### src/rtl/async_handshake_tx_if.sv
// Local-side and peer-side signals of the 4-phase bundled-data transmitter.
// The master modport is the transmitter; the slave modport is whoever feeds and acks it.
interface async_handshake_tx_if #(
  parameter int WIDTH = 8
);
  logic             in_valid;
  logic [WIDTH-1:0] in_data;
  logic             in_ready;
  logic             req_out;
  logic [WIDTH-1:0] data_out;
  logic             ack_async;
  logic             busy;
  logic             done;
  logic             timeout_err;
  logic             err_clr;

  modport master (
    input  in_valid, in_data, ack_async, err_clr,
    output in_ready, req_out, data_out, busy, done, timeout_err
  );

  modport slave (
    output in_valid, in_data, ack_async, err_clr,
    input  in_ready, req_out, data_out, busy, done, timeout_err
  );
endinterface

### src/rtl/async_handshake_tx.sv
// 4-phase req/ack transmitter: holds bundled data for SETUP_CYC cycles, raises req,
// waits for the synchronized peer ack to rise then fall, with a per-phase timeout.
module async_handshake_tx #(
  parameter int               WIDTH       = 8,
  parameter logic [WIDTH-1:0] INIVAL      = '0,
  parameter int               SETUP_CYC   = 2,
  parameter int               TIMEOUT_CYC = 1024
) (
  input  logic                 clk,
  input  logic                 rst,
  async_handshake_tx_if.master bus
);

  localparam int SW = (SETUP_CYC > 1) ? $clog2(SETUP_CYC + 1) : 1;
  localparam int TW = (TIMEOUT_CYC > 1) ? $clog2(TIMEOUT_CYC) : 1;
  localparam logic [SW-1:0] SINIT = SW'(SETUP_CYC);
  localparam logic [TW-1:0] TLAST = TW'((TIMEOUT_CYC > 0) ? TIMEOUT_CYC - 1 : 0);

  typedef enum logic [2:0] {IDLE, SETUP, REQ_HI, REQ_LO, ERR} state_t;

  state_t           state, state_nxt;
  logic             ack_p0, ack_p1;
  logic             ack_sync;
  logic             in_ready;
  logic             to_hit;
  logic             load;
  logic             req_q, req_nxt;
  logic             done_q, done_nxt;
  logic             terr_q, terr_nxt;
  logic [WIDTH-1:0] data_q;
  logic [SW-1:0]    scnt, scnt_nxt;
  logic [TW-1:0]    tcnt, tcnt_nxt;

  // ack_async crosses into clk here; nothing downstream looks at ack_p0
  always_ff @(posedge clk or posedge rst) begin
    if (rst) begin
      ack_p0 <= 1'b0;
      ack_p1 <= 1'b0;
    end else begin
      ack_p0 <= bus.ack_async;
      ack_p1 <= ack_p0;
    end
  end

  assign ack_sync = ack_p1;
  assign in_ready = (state == IDLE) && !ack_sync;
  assign to_hit   = (TIMEOUT_CYC != 0) && (tcnt == TLAST);

  always_ff @(posedge clk or posedge rst) begin
    if (rst) begin
      state  <= IDLE;
      req_q  <= 1'b0;
      done_q <= 1'b0;
      terr_q <= 1'b0;
      data_q <= INIVAL;
      scnt   <= '0;
      tcnt   <= '0;
    end else begin
      state  <= state_nxt;
      req_q  <= req_nxt;
      done_q <= done_nxt;
      terr_q <= terr_nxt;
      scnt   <= scnt_nxt;
      tcnt   <= tcnt_nxt;
      if (load) data_q <= bus.in_data;
    end
  end

  // An exit condition is tested before the timeout so it wins on a tie
  always_comb begin
    state_nxt = state;
    unique case (state)
      IDLE:    if (bus.in_valid && in_ready) state_nxt = SETUP;
      SETUP:   if (scnt == '0) state_nxt = REQ_HI;
      REQ_HI:  if (ack_sync) state_nxt = REQ_LO;
               else if (to_hit) state_nxt = ERR;
      REQ_LO:  if (!ack_sync) state_nxt = IDLE;
               else if (to_hit) state_nxt = ERR;
      ERR:     if (bus.err_clr && !ack_sync) state_nxt = IDLE;
      default: state_nxt = IDLE;
    endcase
  end

  // Registered outputs and counters follow from the transition being taken
  always_comb begin
    req_nxt  = (state_nxt == REQ_HI);
    done_nxt = (state == REQ_LO) && (state_nxt == IDLE);
    terr_nxt = (state_nxt == ERR);
    load     = (state == IDLE) && (state_nxt == SETUP);

    scnt_nxt = scnt;
    if (load)
      scnt_nxt = SINIT;
    else if ((state == SETUP) && (scnt != '0))
      scnt_nxt = scnt - SW'(1);

    tcnt_nxt = tcnt;
    if (state_nxt != state)
      tcnt_nxt = '0;
    else if ((state == REQ_HI) || (state == REQ_LO))
      tcnt_nxt = tcnt + TW'(1);
  end

  assign bus.in_ready    = in_ready;
  assign bus.req_out     = req_q;
  assign bus.data_out    = data_q;
  assign bus.busy        = (state != IDLE);
  assign bus.done        = done_q;
  assign bus.timeout_err = terr_q;

endmodule

### src/flat_wrapper.sv
// flat-port wrapper written by rule: the top's interface ports become plain ports
module async_handshake_tx_flat 
#(
  parameter int               WIDTH       = 8,
  parameter logic [WIDTH-1:0] INIVAL      = '0,
  parameter int               SETUP_CYC   = 2,
  parameter int               TIMEOUT_CYC = 1024
)
  (clk, rst, bus_in_valid, bus_in_data, bus_ack_async, bus_err_clr, bus_in_ready, bus_req_out, bus_data_out, bus_busy, bus_done, bus_timeout_err);
  async_handshake_tx_if #(.WIDTH(WIDTH)) bus_i ();
  input  logic clk;
  input  logic rst;
  input wire logic [$bits(bus_i.in_valid)-1:0] bus_in_valid;
  input wire logic [$bits(bus_i.in_data)-1:0] bus_in_data;
  input wire logic [$bits(bus_i.ack_async)-1:0] bus_ack_async;
  input wire logic [$bits(bus_i.err_clr)-1:0] bus_err_clr;
  output wire logic [$bits(bus_i.in_ready)-1:0] bus_in_ready;
  output wire logic [$bits(bus_i.req_out)-1:0] bus_req_out;
  output wire logic [$bits(bus_i.data_out)-1:0] bus_data_out;
  output wire logic [$bits(bus_i.busy)-1:0] bus_busy;
  output wire logic [$bits(bus_i.done)-1:0] bus_done;
  output wire logic [$bits(bus_i.timeout_err)-1:0] bus_timeout_err;
  assign bus_i.in_valid = bus_in_valid;
  assign bus_i.in_data = bus_in_data;
  assign bus_i.ack_async = bus_ack_async;
  assign bus_i.err_clr = bus_err_clr;
  assign bus_in_ready = bus_i.in_ready;
  assign bus_req_out = bus_i.req_out;
  assign bus_data_out = bus_i.data_out;
  assign bus_busy = bus_i.busy;
  assign bus_done = bus_i.done;
  assign bus_timeout_err = bus_i.timeout_err;
  async_handshake_tx #(.WIDTH(WIDTH), .INIVAL(INIVAL), .SETUP_CYC(SETUP_CYC), .TIMEOUT_CYC(TIMEOUT_CYC)) u_core (.clk(clk), .rst(rst), .bus(bus_i));
endmodule
### config.mk
export PLATFORM = sky130hd
export DESIGN_NAME = async_handshake_tx_flat
export DESIGN_NICKNAME = d
export VERILOG_FILES = /design/src/rtl/async_handshake_tx_if.sv /design/src/rtl/async_handshake_tx.sv /design/src/flat_wrapper.sv
export SDC_FILE = /design/constraint.sdc
export NUM_CORES = 1
export LEC_CHECK = 0
export BUFFER_PORTS_ARGS = -buffer_cell sky130_fd_sc_hd__clkbuf_2
export CAP_MARGIN = 20
export CORE_MARGIN = 3
export CORE_UTILIZATION = 48
export DETAILED_ROUTE_END_ITERATION = 8
export PLACE_DENSITY = 0.75
export RECOVER_POWER = 25
export SETUP_SLACK_MARGIN = 0.02
export SYNTH_ARGS = -nofsm -noshare
export SYNTH_HDL_FRONTEND = slang
export SYNTH_SLANG_ARGS = --single-unit
### constraint.sdc
create_clock -name clk -period 2.4 [get_ports clk]
set_clock_uncertainty 0.1 [all_clocks]
set_input_delay 0 -clock clk [delete_from_list [all_inputs] [get_ports clk]]
set_output_delay 0 -clock clk [all_outputs]
set_load 0.05 [all_outputs]
==> reports/metrics.yaml <==
floorplan:
  ios: 26
  die-area_um2: 3790
  start_util: 0.519
  num_rows: 19
  core-area_um2: 2850
  fp.dieH_um: 61.5
  die_w_um: 61.5
layout:
  final_nets: 187
  multi_input_area_um2: 712
  seq_area_um2: 701
  final_area_um2: 1790
  area.growth.synth_to_final_pct: 21.0
  fillers: 228
  layout-drive-gt1-share: 0.269
  antenna_cells: 0
run_status:
  status: "completed"
clock_tree:
  cts-root-buf: "clkbuf_4"
  clkSinkCount: 28
  cts_tree: "built"
  post_cts_buffers: 0
  cts.clk_slew.worst_paths_ns: 0.15
  numCtsBuffers: 3
  htree_levels: 1
  clk_path_buf_depth: 2
  clk-insertion-delay-late_ns: 0.33
setup_path:
  path_delay_family: "simple AND/OR/NAND/NOR gates"
  cp_max_fo: 16
  end_kind: "flip-flop"
  crit_arrival_ns: 2.16
  crit_required_ns: 2.51
  slowest_delay_ns: 0.57
  crit_type: "flip-flop to flip-flop"
  critPathLaunchType: "flip-flop"
  cp_slowest_cell: "dfrtp_1"
  path_buf_inv: 0
  path_cells: "or3b_1, a211oi_1, or3_1, a21oi_2"
power:
  power_switching_uw: 1060
  power_density_nw_per_um2: 1250
  intPower_uw: 1170
  leakagePower_uw: 0.000786
  power.share.clock: 0.137
  seqPwrFrac: 0.347
  p_sw_frac: 0.477
  pwr-share-comb: 0.516
  p_total_uw: 2230
  irDropWorstVdd_v: 0.00104
synth:
  ys_seq_area_frac: 0.473
  ys_ff_latch: 28
  synth_top_flop_cell: "dfrtp_1"
  ys_types: 47
  synth_edf_count: 0
  synth_nets: 149
  synthCells: 134
  syn_avg_cell_area_um2: 11.0
  yosys_warnings: 0
  synthArstFlopShare: 1.00
  synth_area_um2: 1480
placed_design:
  io_buffers: 25
  post-dp-hpwl_mm: 2.00
  place_congestion: 0.798
  place_area_um2: 1620
  dp_slack_ns: 0.384
grt:
  grt_pass1_vias: 1144
  grt_overflow: 0
  grt_usage: 0.187
  antenna_found_initial: 0
  grt_pass1_wl_mm: 5.20
  grt_max_degree: 29
sta:
  drv_slew: 0
  setup_violations: 0
  fin_crit_sh: 0.853
  tns_ns: 0
  relSlewSlack: 0.0307
  rsz0062_at_grt: "no"
  max_freq_mhz: 488
  tightest_slew_ns: 1.45
  setup_ws_ns: 0.352
  hold_violations: 0
  period_needed_ns: 2.05
detailed_routing:
  drt-vias-per-instance: 5.54
  routedWlPerCell_um: 14.7
  drtPass1Iterations: 4
  drc: 0
  routed_wl_mm: 2.97
  final_antenna_net_count: 0
  drt_iter0_drc: 102
  routed-via-count: 1120
worst_hold_path:
  worstHoldPathType: "input port to flip-flop"
run:
  maxCapViolations: 0
==> layout make-up <==
class,count,share of cell area
Inverter,8,0.0168
Multi-Input combinational cell,92,0.398
Tap cell,31,0.0217
Timing Repair Buffer,39,0.143
Clock inverter,1,0.0168
Sequential cell,28,0.391
Clock buffer,3,0.0126
==> per-stage QoR <==
stage / utilization / hold WS (ns) / instances
6_report: 0.628 / 0.221 / 202
5_1_grt: 0.628 / 0.211 / 202
4_1_cts: 0.629 / 0.144 / 202
3_5_place_dp: 0.568 / -0.0250 / 186
3_3_place_gp: 0.568 / -0.0479 / 186
2_1_floorplan: - / -0.0686 / 134
==> worst paths after layout <==
kind	cells after the start	slack (ns)	endpoint	from
worst min-delay path	2	0.22	u_core.ack_p0	bus_ack_async
worst min register to register	0	0.28	u_core.ack_p1	u_core.ack_p0
worst max register to register	4	0.35	u_core.tcnt[6]	u_core.state[1]
max in group asynchronous	4	0.77	u_core.state[2]	rst
worst max-delay path	4	0.35	u_core.tcnt[6]	u_core.state[1]
min in group asynchronous	4	0.59	u_core.scnt[0]	rst
==> Yosys cell counts, types with 2 or more instances <==
| cell | count | area, um^2 |
|---|---|---|
| nor3b_1 | 3 | 22.5 |
| xor2_1 | 3 | 26.3 |
| nand4_1 | 2 | 12.5 |
| nor4_1 | 2 | 12.5 |
| xnor2_1 | 7 | 61.3 |
| a31oi_1 | 2 | 12.5 |
| dfrtp_1 | 28 | 701 |
| or3_1 | 2 | 12.5 |
| buf_2 | 3 | 15.0 |
| nor2b_1 | 2 | 12.5 |
| o21a_1 | 2 | 15.0 |
| nand3_1 | 2 | 10.0 |
| o22ai_1 | 2 | 12.5 |
| nor3_1 | 5 | 25.0 |
| nand2_1 | 9 | 33.8 |
| ha_1 | 2 | 25.0 |
| a21oi_2 | 10 | 87.6 |
| inv_1 | 8 | 30.0 |
| mux2_1 | 8 | 90.1 |
| nor2_1 | 5 | 18.8 |
==> power by group through the flow <==
stage               clock (uW)  combinational (uW)  sequential (uW)
finish                     306                1150              774
global route               331                1240              801
CTS                        315                1160              770
detailed placement           0                1140              777
global placement             0                1110              764
floorplan                    0                 714             1000
==> state kept, by name, summed over array words and instances (netlist names) <==
register / count
u_core.bus.done: 1
u_core.ack_p1: 1
u_core.tcnt: 10
u_core.state: 3
u_core.bus.req_out: 1
u_core.bus.data_out: 8
u_core.scnt: 2
u_core.ack_p0: 1
u_core.bus.timeout_err: 1
==> placed cells by master (no fill, tap or decap), drive strengths merged, types with 2 or more instances in the layout <==
cell type,synthesis,final
o22ai,3,3
nand4,2,2
o21a,2,2
dlygate4sd3,0,12
nand3b,3,3
inv,8,8
nor3b,3,3
nor2b,2,2
ha,2,2
xor2,3,3
nor2,5,5
xnor2,7,7
and2,2,2
nand2,9,9
dfrtp,28,28
a31oi,2,2
a21oi,11,11
nor4,2,2
or3,3,3
mux2,8,8
nor3,6,6
clkbuf,1,29
nand3,2,2
==> metal layers <==
metal | up-vias | track usage | wire (um)
li1 | 551 | - | -
met1 | 540 | 0.240 | 1290
met2 | 25 | 0.323 | 1530
met3 | 4 | 0.0189 | 111
met4 | 0 | 0.0758 | 40
met5 | - | 0 | 0
==> cell families after synthesis <==
| kind of cell | share of synthesized area |
|---|---|
| flip-flops | 0.473 |
| multiplexers | 0.0676 |
| buffers and inverters | 0.0456 |
| AND/OR/NAND/NOR | 0.172 |
| adder cells (fa/ha/maj) | 0.0169 |
| AO/OA/AOI/OAI | 0.165 |
| XOR/XNOR | 0.0592 |
==> worst reg2reg max path, cell delays in order, from the launching register on <==
cell      delay (ns)
dfrtp_1         0.57
or3b_1          0.43
a211oi_1        0.23
or3_1           0.49
a21oi_2         0.11
==> what timing repair did <==
| item | CTS | global route |
|---|---|---|
| setup endpoints to repair | 0 | 0 |
| hold buffers | 12 | 0 |
| gates resized for setup | 0 | 0 |
| endpoints found under the hold margin | 40 | 0 |
No activity file was read; power rests on OpenSTA's default activity.
